--- config.mk ---
export PLATFORM = sky130hd
export DESIGN_NAME = branch_predictor
export DESIGN_NICKNAME = d
export VERILOG_FILES = /design/src/rtl/branch_predictor.sv
export SDC_FILE = /design/constraint.sdc
export NUM_CORES = 2
export LEC_CHECK = 0
export ABC_CLOCK_PERIOD_IN_PS = 3600
export CAP_MARGIN = 20
export CORE_ASPECT_RATIO = 1.4
export CORE_MARGIN = 8
export CORE_UTILIZATION = 40
export CTS_CLUSTER_DIAMETER = 120
export DETAILED_ROUTE_END_ITERATION = 7
export HOLD_SLACK_MARGIN = 0.15
export SKIP_LAST_GASP = 1
export SLEW_MARGIN = 30
export SYNTH_ARGS = -nofsm -noshare
export SYNTH_HDL_FRONTEND = slang
export SYNTH_SLANG_ARGS = --single-unit
--- constraint.sdc ---
create_clock -name clk -period 3.6 [get_ports clk]
set_input_delay 0.36 -clock clk [delete_from_list [all_inputs] [get_ports clk]]
set_output_delay 0.36 -clock clk [all_outputs]
set_load 0.02 [all_outputs]
--- src/rtl/branch_predictor.sv ---
// Direct-mapped BTB with per-entry saturating counters for the IF stage.
// Lookup is combinational on the fetch PC. Updates come from EX-stage
// resolution. Also keeps saturating branch / misprediction statistics.

// One BTB entry. It decides locally whether an update hits or allocates.
module branch_predictor_entry #(
  parameter int XLEN     = 32,
  parameter int TAG_W    = 26,
  parameter int CNT_BITS = 2
) (
  input  logic             clk,
  input  logic             reset_n,
  input  logic             i_sel,     // update addressed to this entry
  input  logic             i_inval,   // fence.i clear, overrides i_sel
  input  logic             i_taken,
  input  logic [TAG_W-1:0] i_tag,
  input  logic [XLEN-1:0]  i_target,
  output logic             o_valid,
  output logic [TAG_W-1:0] o_tag,
  output logic [XLEN-1:0]  o_target,
  output logic             o_cnt_msb
);
  localparam logic [CNT_BITS-1:0] CNT_MAX = '1;
  localparam logic [CNT_BITS-1:0] CNT_WT  = CNT_BITS'(1 << (CNT_BITS-1));
  localparam logic [CNT_BITS-1:0] CNT_WNT = CNT_BITS'((1 << (CNT_BITS-1)) - 1);

  logic                r_valid;
  logic [TAG_W-1:0]    r_tag;
  logic [XLEN-1:0]     r_target;
  logic [CNT_BITS-1:0] r_cnt;
  logic                w_hit;

  assign w_hit = r_valid && (r_tag == i_tag);

  // Entry state: invalidate drops the whole update, hits train, taken misses allocate.
  always_ff @(posedge clk or negedge reset_n) begin
    if (!reset_n) begin
      r_valid  <= 1'b0;
      r_tag    <= '0;
      r_target <= '0;
      r_cnt    <= CNT_WNT;
    end else if (i_inval) begin
      r_valid <= 1'b0;
    end else if (i_sel) begin
      if (w_hit) begin
        if (i_taken) begin
          r_target <= i_target;
          if (r_cnt != CNT_MAX) r_cnt <= r_cnt + CNT_BITS'(1);
        end else if (r_cnt != '0) begin
          r_cnt <= r_cnt - CNT_BITS'(1);
        end
      end else if (i_taken) begin
        r_valid  <= 1'b1;
        r_tag    <= i_tag;
        r_target <= i_target;
        r_cnt    <= CNT_WT;
      end
    end
  end

  assign o_valid   = r_valid;
  assign o_tag     = r_tag;
  assign o_target  = r_target;
  assign o_cnt_msb = r_cnt[CNT_BITS-1];
endmodule

module branch_predictor #(
  parameter int XLEN      = 32,
  parameter int ENTRIES   = 16,
  parameter int CNT_BITS  = 2,
  parameter int PRED_MODE = 1,
  parameter int STAT_W    = 32
) (
  input  logic              clk,
  input  logic              reset_n,
  input  logic [XLEN-1:0]   fetch_pc_i,
  output logic              hit_o,
  output logic              pred_taken_o,
  output logic [XLEN-1:0]   next_pc_o,
  input  logic              upd_valid_i,
  input  logic [XLEN-1:0]   upd_pc_i,
  input  logic              upd_taken_i,
  input  logic [XLEN-1:0]   upd_target_i,
  input  logic              upd_mispred_i,
  input  logic              invalidate_i,
  output logic [STAT_W-1:0] branch_cnt_o,
  output logic [STAT_W-1:0] mispred_cnt_o
);
  localparam int IDX   = $clog2(ENTRIES);
  localparam int TAG_W = XLEN - IDX - 2;

  logic [IDX-1:0]                  w_fetch_idx, w_upd_idx;
  logic [TAG_W-1:0]                w_fetch_tag, w_upd_tag;
  logic [ENTRIES-1:0]              w_sel;
  logic [ENTRIES-1:0]              w_valid;
  logic [ENTRIES-1:0]              w_cnt_msb;
  logic [ENTRIES-1:0][TAG_W-1:0]   w_tag;
  logic [ENTRIES-1:0][XLEN-1:0]    w_target;
  logic [STAT_W-1:0]               r_branch_cnt, r_mispred_cnt;
  logic                            w_unused_lsbs;

  // Byte-offset bits never take part in indexing or tagging.
  assign w_unused_lsbs = ^{fetch_pc_i[1:0], upd_pc_i[1:0]};

  assign w_fetch_idx = fetch_pc_i[IDX+1:2];
  assign w_fetch_tag = fetch_pc_i[XLEN-1:IDX+2];
  assign w_upd_idx   = upd_pc_i[IDX+1:2];
  assign w_upd_tag   = upd_pc_i[XLEN-1:IDX+2];

  genvar g;
  generate
    for (g = 0; g < ENTRIES; g++) begin : g_ent
      assign w_sel[g] = upd_valid_i && (w_upd_idx == IDX'(g));
      branch_predictor_entry #(
        .XLEN(XLEN), .TAG_W(TAG_W), .CNT_BITS(CNT_BITS)
      ) u_ent (
        .clk      (clk),
        .reset_n  (reset_n),
        .i_sel    (w_sel[g]),
        .i_inval  (invalidate_i),
        .i_taken  (upd_taken_i),
        .i_tag    (w_upd_tag),
        .i_target (upd_target_i),
        .o_valid  (w_valid[g]),
        .o_tag    (w_tag[g]),
        .o_target (w_target[g]),
        .o_cnt_msb(w_cnt_msb[g])
      );
    end
  endgenerate

  // Zero-latency lookup; reads pre-update contents when an update targets the same entry.
  always_comb begin
    hit_o        = w_valid[w_fetch_idx] && (w_tag[w_fetch_idx] == w_fetch_tag);
    pred_taken_o = (PRED_MODE != 0) && hit_o && w_cnt_msb[w_fetch_idx];
    next_pc_o    = pred_taken_o ? w_target[w_fetch_idx] : fetch_pc_i + XLEN'(4);
  end

  // Statistics: saturating, counted even when invalidate drops the table write.
  always_ff @(posedge clk or negedge reset_n) begin
    if (!reset_n) begin
      r_branch_cnt  <= '0;
      r_mispred_cnt <= '0;
    end else if (upd_valid_i) begin
      if (r_branch_cnt != '1) r_branch_cnt <= r_branch_cnt + STAT_W'(1);
      if (upd_mispred_i && (r_mispred_cnt != '1)) r_mispred_cnt <= r_mispred_cnt + STAT_W'(1);
    end
  end

  assign branch_cnt_o  = r_branch_cnt;
  assign mispred_cnt_o = r_mispred_cnt;
endmodule

After elaboration in Yosys (flattened, before gate mapping)
Index checks and enable logic that the tools add are counted.
- register bits: 1040
- input bits: 102
- output and inout bits: 98
- logic and storage cells: 491
- add/subtract/negate cells: 35
- magnitude comparators: 1
- equality and inequality tests: 82
- muxes and demuxes: 123
- bitwise gates (word level): 17
- reductions and logical operators: 167
- operators with widths (operator ; number):
    $eq A26 B26 Y1 ; 17
    $mux W2 ; 65
    $reduce_bool A2 Y1 ; 65
    $bmux W32 S4 ; 1
    $bmux W26 S4 ; 1
    $reduce_and A3 Y1 ; 32
    $reduce_and A5 Y1 ; 16
    $add A32 B1 Y32 const B ; 2
    $mux W32 ; 2
    $ne A2 B2 Y1 const B ; 32
    $ne A32 B32 Y1 const B ; 2
    $reduce_and A4 Y1 ; 16
    $mux W1 ; 51
    $ne A3 B3 Y1 const B ; 16
    $logic_and A1 B1 Y1 ; 35
    $add A2 B1 Y2 const B ; 16
    $add A32 B3 Y32 const B ; 1
    $eq A4 B4 Y1 const B ; 8
    $sub A2 B1 Y2 const B ; 16
    $mux W26 ; 1
    $not A1 Y1 ; 17
    $eq A4 B3 Y1 const B ; 4
    $bmux W1 S4 ; 2
    $eq A4 B2 Y1 const B ; 2
    4 further kinds ; 5

Depth between registers and ports, before layout
- word-level depth: 6
- mapped depth: 13
- gate-level depth less buffers: 8

Hierarchy
Synthesis repeated with hierarchy kept, for this count alone.
- cell total of the unflattened synthesis: 3908
- area, all modules: 55984.9 µm²
- by module, submodules not included (module ; times used ; cells an instance ; area an instance (µm²) ; seq. area each (µm²)):
    branch_predictor_entry ; 16 ; 179 ; 2723.9 ; 1527.7
    branch_predictor ; 1 ; 1044 ; 12403.1 ; 1601.5

Worst setup path before layout
OpenSTA, ideal clock, no wires.
- kind: input port to output port
- start: input fetch_pc_i[2]
- end: output next_pc_o[26]
- arrival time: 3.168 ns
- data required time: 3.240 ns
- path slack: 0.072 ns
- stages: 9
- buffers on the path: 6
- cells stage by stage: buf_4 -> buf_4 -> buf_2 -> buf_2 -> buf_2 -> buf_2 -> mux4_2 -> mux4_2 -> mux2_4
- cells in the longest elaborated chain, start to end: 6
- elaborated cells between the ends (all ways): 13
- classes of those cells: 1 x add/sub; 1 x eq/ne; 9 x mux; 2 x reduce/logical
- ends and longest elaborated chain (what ; RTL line ; RTL):
    start, declared ; 76 ; input logic [XLEN-1:0] fetch_pc_i,
    $bmux W26 S4 ; 134 ; hit_o = w_valid[w_fetch_idx] && (w_tag[w_fetch_idx] == w_fetch_tag);
    $mux W26 (not written as such) ; 134 ;
    $eq A26 B26 Y1 ; 134 ;
    $logic_and A1 B1 Y1 ; 134 ;
    $logic_and A1 B1 Y1 ; 135 ; pred_taken_o = (PRED_MODE != 0) && hit_o && w_cnt_msb[w_fetch_idx];
    $mux W32 * ; 136 ; next_pc_o = pred_taken_o ? w_target[w_fetch_idx] : fetch_pc_i + XLEN'(4);
    end, declared ; 79 ; output logic [XLEN-1:0] next_pc_o,
Mark *: on every way between the ends. The rest lies on a longest branch, timed or not. The select of a mux whose other input is x is not followed.

Worst setup path after layout
- start: register g_ent[3].u_ent.r_tag[23]
- end: output next_pc_o[8]
- cells in the longest elaborated chain, start to end: 6
- ends and longest elaborated chain (what ; RTL line ; RTL):
    start, declared ; 28 ; logic [TAG_W-1:0] r_tag;
    start signal, assigned ; 54 ; r_tag <= i_tag;
    $bmux W26 S4 ; 134 ;
    $mux W26 (not written as such) ; 134 ;
    $eq A26 B26 Y1 ; 134 ;
    $logic_and A1 B1 Y1 ; 134 ;
    $logic_and A1 B1 Y1 ; 135 ;
    $mux W32 ; 136 ;
Every way passes these cells. The select of a mux whose other input is x is not followed.

==> impl_metrics.py <==
metrics = {
    "run_status": {
        "status": "complete, but fails checks",
        "violations": "negative setup slack",
    },
    "place": {
        "dp_hpwl_um": 134900,
        "gp_congestion": 0.9831,
        "dp.cells": 6916,
        "dp_slack_ns": -0.8630,
        "io_buffers": 197,
    },
    "timing": {
        "grt_setup_unrepaired": "yes",
        "max_slew_margin_pct": 38.08,
        "max_freq_mhz": 231.6,
        "hold_violations": 0,
        "finalSetupViolations": 34,
        "setup_ws_ns": -0.7182,
        "fin_crit_sh_pct": 119.9,
        "maxSlewViolCount": 0,
        "tightest_slew_ns": 0.9288,
        "period_minus_slack_ns": 4.318,
        "skew_ns": 0.04123,
    },
    "final_layout": {
        "nFillCells": 12040,
        "area_growth_syn_to_layout_pct": 21.51,
        "final_common_cell": "nand2_1",
        "multi_input_area_um2": 26180,
        "drive_above_1_share_pct": 32.26,
        "regArea_um2": 26050,
        "fin_util_pct": 48.87,
        "final_nets": 5371,
        "final_cell_mix": "nand2_1 (1232), dfrtp_1 (1021), mux2_2 (569)",
        "fin_cells": 7134,
    },
    "critical_path": {
        "worstSetupPathDepth": 12,
        "critPathRequiredTime_ns": 3.24,
        "crit_path_end_kind": "output port",
        "worst_ep_arrival_time_ns": 3.96,
        "crit_end": "next_pc_o[8]",
        "worstSetupPathType": "reg -> out",
        "reg2reg_depth": 9,
        "crit_fanout": 8,
        "r2r_setup_slack_ns": 0.57,
        "critPathBufInv": 4,
        "setup.worst_path.start": "g_ent[3].u_ent.o_tag[23]",
        "crit_chain": "mux4_2 > mux2i_1 > xor2_1 > a32oi_2 > or3_4 > nor4_4 > buf_4 > nand4_4 > buf_12 > buf_16 > mux2_4 > buf_6",
        "max_stage_delay_ns": 0.45,
        "crit_path_top_delay_cell": "dfrtp_2",
        "cp_top_family": "multiplexers",
        "start_kind": "flip-flop",
        "r2r-end": "g_ent[6].u_ent.o_tag[15]",
        "timing.rr.start": "g_ent[6].u_ent.o_tag[14]",
    },
    "route": {
        "route.detailed.drc": 0,
        "drt-total-wl_um": 194900,
        "wire_per_inst_um": 27.32,
        "via_count": 39860,
        "dr.pass1.iters": 5,
        "drtAntennaViolNets": 0,
        "route.detailed.vias_per_inst": 5.587,
        "drt_iter0_drc": 3631,
    },
    "power": {
        "p_int_mw": 22.75,
        "pwr-share-clk_pct": 35.5,
        "power_switching_mw": 9.176,
        "switching_share_pct": 28.74,
        "comb_power_share_pct": 19.7,
        "pwr-share-seq_pct": 44.8,
        "irDropWorstVdd_uv": 430.5,
        "p_leak_nw": 30.74,
        "pwr_density_cell_nw_per_um2": 488.6,
    },
    "floorplan": {
        "row_count": 159,
        "dieArea_um2": 146600,
        "die_w_um": 325.9,
        "ios": 200,
        "initial_utilization_pct": 40.22,
        "dieHeight_um": 449.8,
        "core-area_um2": 133700,
    },
    "synth": {
        "synth-edff-count": 0,
        "yosysWarnings": 0,
        "synth_area_um2": 53770,
        "syn_inst": 4738,
        "synth_seq_area_share_pct": 48.44,
        "ys_dominant_reg_cell": "dfrtp_1",
        "synth_fp_nets": 4843,
        "synth_cell_types": 64,
        "avgSynthCellArea_um2": 11.35,
        "yosys-top-cells-area": "dfrtp_1 (48%), mux2_2 (12%), mux4_2 (10%)",
        "synth_top_area_cell": "dfrtp_1",
        "ys_async_sr_fraction_pct": 100.0,
        "synth_top_area_share_pct": 47.66,
        "ys_seq_elements": 1040,
    },
    "clocking": {
        "cts_made_buffers": 105,
        "clkTransAtPathRegs_ns": 0.06,
        "clock_sinks": 1040,
        "cts_buffer_depth": 3,
        "tritoncts": "built",
        "root_buffer": "clkbuf_16",
        "h-tree-depth": 3,
        "clk-insertion-delay-late_ns": 0.76,
    },
    "hold_path": {
        "hold_path_class": "in -> reg",
    },
    "global_route": {
        "grt_pass1_wl_um": 287100,
        "antenna_found_initial": 18,
        "track_usage_pct": 26.27,
        "overflow": 0,
        "grt_max_degree": 152,
        "grt_pass1_vias": 41780,
    },
    "flow_run": {
        "cap_violations": 0,
    },
}
routing by layer:
layer	vias to the layer above	track usage, %	wire [µm]
li1	17350	-	-
met1	20260	31.74	73520
met2	1686	43.37	93450
met3	546	4.878	13780
met4	16	16.27	14040
met5	-	0	113
flip-flops by register name (all words and copies together) (netlist names):
name	cells
g_ent.u_ent.o_target	512
g_ent.u_ent.o_tag	416
branch_cnt_o	32
g_ent.u_ent.r_cnt	32
mispred_cnt_o	32
g_ent.u_ent.o_valid	16
power groups by stage:
| stage | registers [mW] | clock network [mW] | logic (mW) |
|---|---|---|---|
| CTS | 14.3 | 11.6 | 6.29 |
| floorplan | 14.2 | 0 | 3.47 |
| detailed placement | 14.5 | 0 | 6.22 |
| global route | 14.4 | 12.0 | 6.75 |
| finish | 14.3 | 11.3 | 6.28 |
| global placement | 14.4 | 0 | 6.12 |
how the worst min path moves through the flow:
stage / start / to / slack, ns / depth (start not counted)
after global placement: reset_n / g_ent[4].u_ent.o_target[1] / 0.33 / 1
after floorplan: reset_n / branch_cnt_o[0] / 0.06 / 0
final: upd_pc_i[10] / g_ent[10].u_ent.o_tag[4] / 0.20 / 2
after detailed placement: reset_n / g_ent[4].u_ent.o_target[1] / 0.34 / 1
after CTS: upd_pc_i[10] / g_ent[10].u_ent.o_tag[4] / 0.16 / 2
after global routing: upd_pc_i[10] / g_ent[10].u_ent.o_tag[4] / 0.21 / 2
through the flow:
stage          area, µm²  hold slack, ns  TNS (ns)  total power, mW
2_1_floorplan      53770         0.06441         0            17.66
3_5_place_dp       61390          0.3366    -25.51            20.69
5_1_grt            65310          0.2072    -25.89            33.15
4_1_cts            65290          0.1625    -23.43            32.13
6_report           65330          0.2002    -21.77            31.92
3_3_place_gp       61380          0.3314    -24.67            20.56
layout make-up:
| cell class | instances | share of cell area, % |
|---|---|---|
| Multi-Input combinational cell | 3289 | 40.07 |
| Inverter | 36 | 0.2088 |
| Clock inverter | 32 | 0.6665 |
| Tap cell | 1771 | 3.392 |
| Antenna cell | 9 | 0.03447 |
| Sequential cell | 1040 | 39.87 |
| Clock buffer | 163 | 4.784 |
| Timing Repair Buffer | 794 | 10.97 |
kinds of logic (layout without fill, tap and decap cells):
| logic type | after synthesis | after routing | share of synthesized area [%] |
|---|---|---|---|
| xor gates and xnor gates | 529 | 529 | 8.617 |
| DFF | 1040 | 1040 | 48.44 |
| buffers and inverters | 409 | 1025 | 3.204 |
| AOI/OAI and AO/OA | 185 | 185 | 2.295 |
| muxes | 918 | 918 | 24.25 |
| other | 0 | 9 | 0 |
| and+or+nand+nor | 1654 | 1654 | 13.13 |
| adders and majority gates | 3 | 3 | 0.06982 |
worst reg2reg max path: stages, from the launching register on:
cell and delay (ns):
dfrtp_1 0.37, buf_4 0.14, xnor2_1 0.47, nand4_1 0.31
nor4_1 0.51, nand4_1 0.23, buf_4 0.22, and2_1 0.17
buf_12 0.18, mux2_2 0.32
Yosys cell counts, types with 13 or more instances:
library cell / n
nand2_1: 1233
dfrtp_1: 1024
mux2_2: 569
xnor2_1: 337
clkbuf_1: 240
mux4_2: 239
xor2_1: 192
nand4_1: 110
mux2i_1: 81
buf_1: 74
nor4_1: 56
nand3_1: 55
o21ai_0: 51
nor2_1: 50
nor3_1: 49
buf_2: 36
mux2_4: 29
o22ai_1: 29
a31oi_1: 25
and2_1: 24
nor2b_1: 23
inv_1: 22
and3_1: 21
a21o_1: 16
dfstp_2: 16
clkinv_1: 13
timing repair:
action	in CTS	in global routing
pin swaps	11	3
endpoints found under the setup margin	34	34
gates resized for setup	203	5
hold endpoints to repair	273	0
setup buffers	4	1
gates cloned	3	0
hold buffers	7	0
(Power assumes the default switching activity.)
